--- src/rtl/uart_packet_builder.sv ---
// uart_packet_builder: frames ADS samples and ADS/MPR register reads into 56-bit packets,
// arbitrates them into a small FIFO and hands them to the UART controller over valid/ready.
module uart_packet_builder #(
  parameter int          FIFO_AW      = 2,
  parameter logic [7:0]  HDR_ADS_DATA = 8'hAA,
  parameter logic [7:0]  HDR_ADS_REG  = 8'h61,
  parameter logic [7:0]  HDR_MPR_REG  = 8'h6D
) (
  input  logic               i_CLK,
  input  logic               i_RST,
  input  logic               i_CLR,
  input  logic [23:0]        i_ADS_DATA_CH1,
  input  logic [23:0]        i_ADS_DATA_CH2,
  input  logic               i_ADS_DATA_VALID,
  input  logic [7:0]         i_ADS_REG_ADDR,
  input  logic [7:0]         i_ADS_REG_DATA,
  input  logic               i_ADS_REG_VALID,
  input  logic [7:0]         i_MPR_REG_ADDR,
  input  logic [7:0]         i_MPR_REG_DATA,
  input  logic               i_MPR_REG_VALID,
  output logic [55:0]        o_UART_DATA_TX,
  output logic               o_UART_DATA_TX_VALID,
  input  logic               i_UART_DATA_TX_READY,
  output logic [FIFO_AW:0]   o_FIFO_LEVEL,
  output logic [7:0]         o_DROP_CNT,
  output logic               o_OVERFLOW
);
  localparam int DEPTH = 2 ** FIFO_AW;
  logic [55:0]      r_mem [DEPTH];
  logic [FIFO_AW:0] r_wr_ptr, r_rd_ptr;
  logic [55:0]      r_dat_pkt, r_areg_pkt, r_mreg_pkt;
  logic             r_dat_pend, r_areg_pend, r_mreg_pend;
  logic [7:0]       r_drop_cnt;
  logic             r_overflow;
  logic             w_full, w_empty, w_push, w_pop, w_drop;
  logic             w_sel_m, w_sel_a, w_sel_d;
  logic [55:0]      w_push_pkt;
  always_comb begin
    w_full     = (r_wr_ptr[FIFO_AW] != r_rd_ptr[FIFO_AW]) &&
                 (r_wr_ptr[FIFO_AW-1:0] == r_rd_ptr[FIFO_AW-1:0]);
    w_empty    = r_wr_ptr == r_rd_ptr;
    w_sel_m    = r_mreg_pend && !w_full;
    w_sel_a    = r_areg_pend && !r_mreg_pend && !w_full;
    w_sel_d    = r_dat_pend && !r_areg_pend && !r_mreg_pend && !w_full;
    w_push     = w_sel_m || w_sel_a || w_sel_d;
    w_push_pkt = w_sel_m ? r_mreg_pkt : w_sel_a ? r_areg_pkt : r_dat_pkt;
    w_pop      = !w_empty && i_UART_DATA_TX_READY;
    // a pending packet being moved out on this edge frees its slot, so a new valid is not a loss
    w_drop     = !i_CLR && ((i_ADS_DATA_VALID && r_dat_pend && !w_sel_d) ||
                            (i_ADS_REG_VALID && r_areg_pend && !w_sel_a) ||
                            (i_MPR_REG_VALID && r_mreg_pend && !w_sel_m));
  end
  always_ff @(posedge i_CLK or posedge i_RST) begin
    if (i_RST) begin
      r_dat_pkt   <= '0;
      r_areg_pkt  <= '0;
      r_mreg_pkt  <= '0;
      r_dat_pend  <= 1'b0;
      r_areg_pend <= 1'b0;
      r_mreg_pend <= 1'b0;
    end else if (i_CLR) begin
      r_dat_pend  <= 1'b0;
      r_areg_pend <= 1'b0;
      r_mreg_pend <= 1'b0;
    end else begin
      if (i_ADS_DATA_VALID) begin
        r_dat_pkt  <= {HDR_ADS_DATA, i_ADS_DATA_CH1, i_ADS_DATA_CH2};
        r_dat_pend <= 1'b1;
      end else if (w_sel_d) r_dat_pend <= 1'b0;
      if (i_ADS_REG_VALID) begin
        r_areg_pkt  <= {HDR_ADS_REG, i_ADS_REG_ADDR, i_ADS_REG_DATA, 32'h0};
        r_areg_pend <= 1'b1;
      end else if (w_sel_a) r_areg_pend <= 1'b0;
      if (i_MPR_REG_VALID) begin
        r_mreg_pkt  <= {HDR_MPR_REG, i_MPR_REG_ADDR, i_MPR_REG_DATA, 32'h0};
        r_mreg_pend <= 1'b1;
      end else if (w_sel_m) r_mreg_pend <= 1'b0;
    end
  end
  always_ff @(posedge i_CLK or posedge i_RST) begin
    if (i_RST) begin
      r_wr_ptr <= '0;
      r_rd_ptr <= '0;
      for (int i = 0; i < DEPTH; i++) r_mem[i] <= '0;
    end else if (i_CLR) begin
      r_wr_ptr <= '0;
      r_rd_ptr <= '0;
    end else begin
      if (w_push) begin
        r_mem[r_wr_ptr[FIFO_AW-1:0]] <= w_push_pkt;
        r_wr_ptr <= r_wr_ptr + 1'b1;
      end
      if (w_pop) r_rd_ptr <= r_rd_ptr + 1'b1;
    end
  end
  always_ff @(posedge i_CLK or posedge i_RST) begin
    if (i_RST) begin
      r_drop_cnt <= '0;
      r_overflow <= 1'b0;
    end else if (w_drop) begin
      r_drop_cnt <= (r_drop_cnt == 8'hFF) ? r_drop_cnt : r_drop_cnt + 8'd1;
      r_overflow <= 1'b1;
    end
  end
  assign o_UART_DATA_TX       = r_mem[r_rd_ptr[FIFO_AW-1:0]];
  assign o_UART_DATA_TX_VALID = !w_empty;
  assign o_FIFO_LEVEL         = r_wr_ptr - r_rd_ptr;
  assign o_DROP_CNT           = r_drop_cnt;
  assign o_OVERFLOW           = r_overflow;
endmodule

--- config.mk ---
export PLATFORM = sky130hd
export DESIGN_NAME = uart_packet_builder
export DESIGN_NICKNAME = d
export VERILOG_FILES = /design/src/rtl/uart_packet_builder.sv
export SDC_FILE = /design/constraint.sdc
export NUM_CORES = 1
export LEC_CHECK = 0
export BUFFER_PORTS_ARGS = -buffer_cell sky130_fd_sc_hd__buf_2
export CAP_MARGIN = 10
export CORE_MARGIN = 3
export CORE_UTILIZATION = 55
export CTS_BUF_LIST = sky130_fd_sc_hd__clkbuf_2
export CTS_CLUSTER_SIZE = 25
export DETAILED_ROUTE_END_ITERATION = 10
export PLACE_DENSITY = 0.8
export SETUP_SLACK_MARGIN = 0.3
export SLEW_MARGIN = 40
export SYNTH_ARGS = -nofsm -noshare
export SYNTH_HDL_FRONTEND = slang
export SYNTH_SLANG_ARGS = --single-unit
--- constraint.sdc ---
create_clock -name i_CLK -period 14.5 [get_ports i_CLK]
set_clock_uncertainty 0.2 [all_clocks]
set_input_delay 2.9 -clock i_CLK [delete_from_list [all_inputs] [get_ports i_CLK]]
set_output_delay 2.9 -clock i_CLK [all_outputs]
set_load 0.01 [all_outputs]
==> reports/qor.yml, run 1 <==
track_usage: 0.2360
critPathTopFamily: "buffers and inverters"
dp_hpwl_um: 18250
met3_length_um: 1957
power.leakage_nw: 7.044
netlist_area_um2: 13390
ys_seq_area_frac: 0.5848
crit_buf_inv: 2
firstDrtPassIters: 5
synth-simple-area-share: 0.08969
antenna_found_initial: 1
drcViolationCount: 0
synth_compound_area_frac: 0.1182
hold_path.class: "reg -> reg"
die_height_um: 162.0
syn-num-nets: 1238
clock-root-buffer: "clkbuf_2"
clk_pin_slew_ns: 0.11
cp.required_ns: 11.40
core_um2: 23680
outcome: "completed"
gp_congestion: 0.8048
multi_input_area_um2: 5269
syn2layout_area_growth_pct: 13.23
drive_gt1_frac: 0.3311
htreeDepth: 3
grt_pass1_wl_um: 49820
path_class: "reg -> out"
async_reset_ff_frac: 1.000
final-setup-viol-count: 0
yosys.area_share.xor_xnor: 0.007754
drv_cap: 0
routed-via-count: 9403
max_freq_ghz: 0.1693
regArea_um2: 7840
numCtsBuffers: 80
cts_max_path_buffers: 3
wl_met1_um: 13030
grt_overflow: 0
max_slew_margin: 0.4351
cts_hold_buffers: 0
crit_start: "r_rd_ptr[0]"
finish.instance_area_um2: 15160
synth_cell_type_count: 38
min_from: "r_mem[153]"
endpoint_kind: "output pin"
cp_slowest_cell: "dfrtp_4"
grt_max_degree: 153
wl_per_cell_um: 17.88
pwr_density_cell_nw_per_um2: 177.6
grt_pass1_vias: 9888
synthFlopType: "dfrtp_1"
hold_viol_final: 0
post-cts-setup-buffers: 0
max_stage_delay_ns: 0.68
post_dp_cell_area_um2: 14380
rsz0062_at_grt: "false"
finalCritPeriodShare: 0.4073
ctsResizeCount: 0
muxShareOfSynthArea: 0.1596
synth_edf_count: 0
initial_utilization: 0.5655
fillers: 1893
synth_warnings: 0
clock_latency_ns: 0.82
die_x_um: 162.0
dieArea_um2: 26260
routed_wl_um: 30050
row_count: 56
tightest_slew_ns: 0.8447
cp_max_fo: 39
met2_length_um: 14720
total_power_w: 0.002693
crit_chain: "buf_6, mux4_2, buf_2"
fin_crit_ns: 5.906
cts_tree: "built"
final_common_cell: "dfrtp_1"
slew_violations: 0
synth_top_family_by_area: "multiplexers"
crit_arrival_ns: 2.81
tns_ns: 0
final_cell_mix: "dfrtp_1, nand2_1, o21ai_0, buf_2, clkbuf_2"
top_layer: "met4"
start_kind: "register"
vias_per_cell: 5.597
syn_inst: 1142
io_pins: 156
synthAdderAreaFrac: 0.008969
nets: 1399
vdd_drop_max_v: 0.00008585
rr_startpoint: "r_rd_ptr[1]"
portBuffers: 154
clock_sinks: 313
final_antenna_net_count: 0
yosys_register_bits: 313
initialDrtViolationCount: 651
synth_area_per_cell_um2: 11.73
cells in the mapped netlist (2+ instances only):
cell type	instances	area share
ha_1	8	0.0075
nand4_1	2	0.00093
buf_1	4	0.0011
nor3_1	3	0.0011
xnor2_1	2	0.0013
o21ai_0	212	0.079
nand3_1	6	0.0022
dfrtp_1	313	0.58
nor2b_1	2	0.00093
nor4b_2	2	0.0022
mux2i_1	2	0.0015
nand2_1	263	0.074
or2_2	3	0.0014
mux4_2	53	0.089
clkbuf_1	38	0.011
a21oi_1	6	0.0022
o21ai_1	21	0.0078
xor2_1	8	0.0052
nor2_1	12	0.0034
o21ai_2	3	0.0020
and2_1	2	0.00093
buf_4	8	0.0045
mux2_2	82	0.069
buf_2	32	0.012
inv_1	9	0.0025
o22a_1	34	0.022
through the flow:
stage | util | hold slack (ns) | instances | setup WS [ns]
4_1_cts | 0.6392 | 0.2870 | 1678 | 8.200
3_5_place_dp | 0.6073 | 0.2664 | 1540 | 9.150
6_report | 0.6403 | 0.2829 | 1680 | 8.594
3_3_place_gp | 0.6035 | 0.2528 | 1539 | 9.193
5_1_grt | 0.6402 | 0.3037 | 1679 | 8.300
2_1_floorplan | - | 0.2446 | 1142 | 2.742
flip-flops by register name, summed over array words and instances (netlist names):
signal and flops:
o_DROP_CNT 8, o_OVERFLOW 1, r_areg_pend 1, r_areg_pkt 17, r_dat_pend 1, r_dat_pkt 49
r_mem 212, r_mreg_pend 1, r_mreg_pkt 17, r_rd_ptr 3, r_wr_ptr 3
worst reg2reg max path: stages (launching register included):
cell,delay (ns)
dfrtp_2,0.36
buf_4,0.36
inv_1,0.09
ha_1,0.33
and2_1,0.23
a211oi_4,0.76
nand2_8,0.52
o21ai_0,0.44
routing by layer:
metal	track usage	vias to the layer above
met5	0	-
met4	0.06786	0
met3	0.05840	37
met2	0.3850	295
met1	0.3200	4699
li1	-	4372
cell families after synthesis:
kind of cell,count (synthesis)
buf+inv,91
flops,313
xor+xnor,11
compound gates,281
simple gates,299
fa+ha+maj,9
mux,137
other cells,1
cell type report:
type / count / area share
clock buffer: 121 / 0.03993
multi-input combinational: 738 / 0.3474
timing repair buffer: 161 / 0.05586
clock inverter: 17 / 0.009819
antenna: 2 / 0.0003300
inverter: 9 / 0.003300
tap: 319 / 0.02632
sequential: 313 / 0.5170
where the power goes:
part	total [W]	switching (W)	internal (W)
clock	0.000614	0.000341	0.000272
combinational	0.000773	0.000404	0.000368
sequential	0.00131	0.000164	0.00114
total	0.00269	0.000910	0.00178
final timing paths:
path / endpoint / slack (ns) / depth (start not counted)
worst max-delay path: o_UART_DATA_TX[51] / 8.59 / 3
worst min-delay path: r_mem[153] / 0.28 / 2
worst max register to register: r_mem[187] / 11.09 / 7
worst min register to register: r_mem[153] / 0.28 / 2
max in group asynchronous: r_rd_ptr[0] / 10.77 / 3
min in group asynchronous: r_mem[133] / 1.98 / 2
Note: power is estimated with default switching activity, not from simulation.
==> inputs of run 2 (changes only) <==
ABC_AREA = 1   (was default)
PLACE_DENSITY = 0.83   (was 0.8)
clock period = 5.1 ns   (was 14.5 ns; I/O delays follow)
==> reports/qor.yml, run 2 <==
outcome: "completed"
post-cts-setup-buffers: 0
die_x_um: 165.6
cts_max_path_buffers: 3
dp_hpwl_um: 20370
max_slew_margin: 0.4042
portBuffers: 154
initial_utilization: 0.5680
cp_max_fo: 47
start_kind: "register"
antenna_found_initial: 1
grt_overflow: 0
drcViolationCount: 0
drive_gt1_frac: 0.1857
grt_max_degree: 118
final_antenna_net_count: 0
synth_common_cells: "nand2_1, dfrtp_1, nor2_1"
final-setup-viol-count: 0
hold_path.class: "in -> reg"
finalCritPeriodShare: 0.8364
yosys.area_share.xor_xnor: 0.003124
yosys_register_bits: 313
synth_top_family_by_area: "simple AND/OR/NAND/NOR gates"
vias_per_cell: 5.440
syn-num-nets: 1790
gp_congestion: 0.7789
yosysMostFrequentCell: "nand2_1"
grt_pass1_wl_um: 60710
tightest_slew_ns: 0.8927
slew_violations: 0
largestRegisters: "r_mem x212, r_dat_pkt x49"
hold_viol_final: 0
crit_arrival_ns: 3.05
fillers: 2100
endpoint_kind: "output pin"
critPathTopFamily: "buffers and inverters"
instances_no_fill: 2216
clock_sinks: 313
clk_pin_slew_ns: 0.10
largest_reg_flops: 212
cp.required_ns: 3.88
power.leakage_nw: 8.527
io_pins: 156
synth_warnings: 0
regMostFlops: "r_mem"
synthFlopType: "dfrtp_1"
synth_cell_type_count: 31
core_um2: 24680
netlist_area_um2: 14020
synth-simple-area-share: 0.2539
synth_area_per_cell_um2: 8.275
synth_compound_area_frac: 0.09069
ys_seq_area_frac: 0.5588
numCtsBuffers: 80
routed-via-count: 12054
nets: 1937
synthTopCellsByArea: "dfrtp_1, nand2_1, nor2_1, o21ai_0, mux2_2"
htreeDepth: 3
dieArea_um2: 27440
finish.instance_area_um2: 15690
synthAdderAreaFrac: 0.008569
firstDrtPassIters: 7
final_cell_mix: "nand2_1, dfrtp_1, nor2_1, buf_2, o21ai_0"
ctsResizeCount: 0
path_class: "reg -> out"
clock-root-buffer: "clkbuf_2"
async_reset_ff_frac: 1.000
muxShareOfSynthArea: 0.03213
synth.top_cell.area_share: 0.5588
max_freq_ghz: 0.2344
crit_chain: "clkinv_2, buf_4, o21ai_0, o22ai_1, buf_2"
cp_slowest_cell: "dfrtp_4"
drv_cap: 0
final_common_cell: "nand2_1"
syn_inst: 1694
row_count: 57
cts_tree: "built"
post_dp_cell_area_um2: 14930
grt_pass1_vias: 12284
synth_edf_count: 0
track_usage: 0.2635
clock_latency_ns: 0.83
yosysTopAreaCell: "dfrtp_1"
syn2layout_area_growth_pct: 11.94
dp.cells: 2082
wl_per_cell_um: 16.33
vdd_drop_max_v: 0.0003032
fin_crit_ns: 4.266
max_stage_delay_ns: 0.58
pwr_density_cell_nw_per_um2: 558.3
total_power_w: 0.008760
routed_wl_um: 36180
initialDrtViolationCount: 1244
die_height_um: 165.6
rsz0062_at_grt: "false"
crit_buf_inv: 3
==> run 2: final timing paths <==
path                                         from            endpoint  slack [ns]  cells after the start
worst max-delay path                  r_rd_ptr[0]  o_UART_DATA_TX[49]        0.83                      5
worst min-delay path            i_ADS_REG_DATA[5]      r_areg_pkt[37]        0.21                      2
worst max register to register        r_rd_ptr[0]           r_mem[69]        1.51                     10
worst min register to register     r_areg_pkt[48]      r_areg_pkt[48]        0.26                      2
max in group asynchronous                   i_RST           r_mem[83]        2.98                      6
min in group asynchronous                   i_RST        r_dat_pkt[5]        0.63                      4
==> run 2: cell families after synthesis <==
logic type | Yosys count
muxes | 40
AOI/OAI and AO/OA | 235
xor gates and xnor gates | 5
adders and majority gates | 9
buffers and inverters | 172
DFF | 313
and+or+nand+nor | 919
other | 1
==> run 2: metrics by stage <==
stage	setup TNS [ns]	hold WS, ns	util	setup WS, ns
after detailed placement	0	0.2380	0.6052	1.547
after global routing	0	0.1460	0.6359	0.5423
final	0	0.2138	0.6359	0.8345
after global placement	0	0.2361	0.6020	1.656
after floorplan	-90.42	0.2222	-	-0.2889
after CTS	0	0.1385	0.6357	0.7556
==> run 2: where the power goes <==
| group | total (W) | switching [W] | internal, W |
|---|---|---|---|
| Combinational | 0.00316 | 0.00201 | 0.00115 |
| Clock | 0.00176 | 0.000977 | 0.000782 |
| Sequential | 0.00384 | 0.000489 | 0.00335 |
| Total | 0.00876 | 0.00348 | 0.00528 |
==> run 2: cell type report <==
type                            instances  area (µm²)  area share
Timing Repair Buffer                  169       954.7     0.06084
Clock inverter                         19       181.4     0.01156
Inverter                               68       270.3     0.01722
Tap cell                              324       405.4     0.02584
Antenna cell                            2       5.005   0.0003190
Multi-Input combinational cell       1209        5477      0.3490
Clock buffer                          112       560.5     0.03572
Sequential cell                       313        7838      0.4995
==> run 2: repair_timing <==
action | 4_1_cts | 5_1_grt
hold buffers | 1 | 0
endpoints found under the setup margin | 0 | 0
hold endpoints to repair | 5 | 0
==> run 2: layer usage <==
| layer | wire, µm | up-vias | global-route usage |
|---|---|---|---|
| met5 | 0 | - | 0 |
| met4 | 541 | 0 | 0.07667 |
| met3 | 3357 | 60 | 0.06745 |
| met2 | 16640 | 558 | 0.4208 |
| met1 | 15640 | 5723 | 0.3613 |
| li1 | - | 5713 | - |
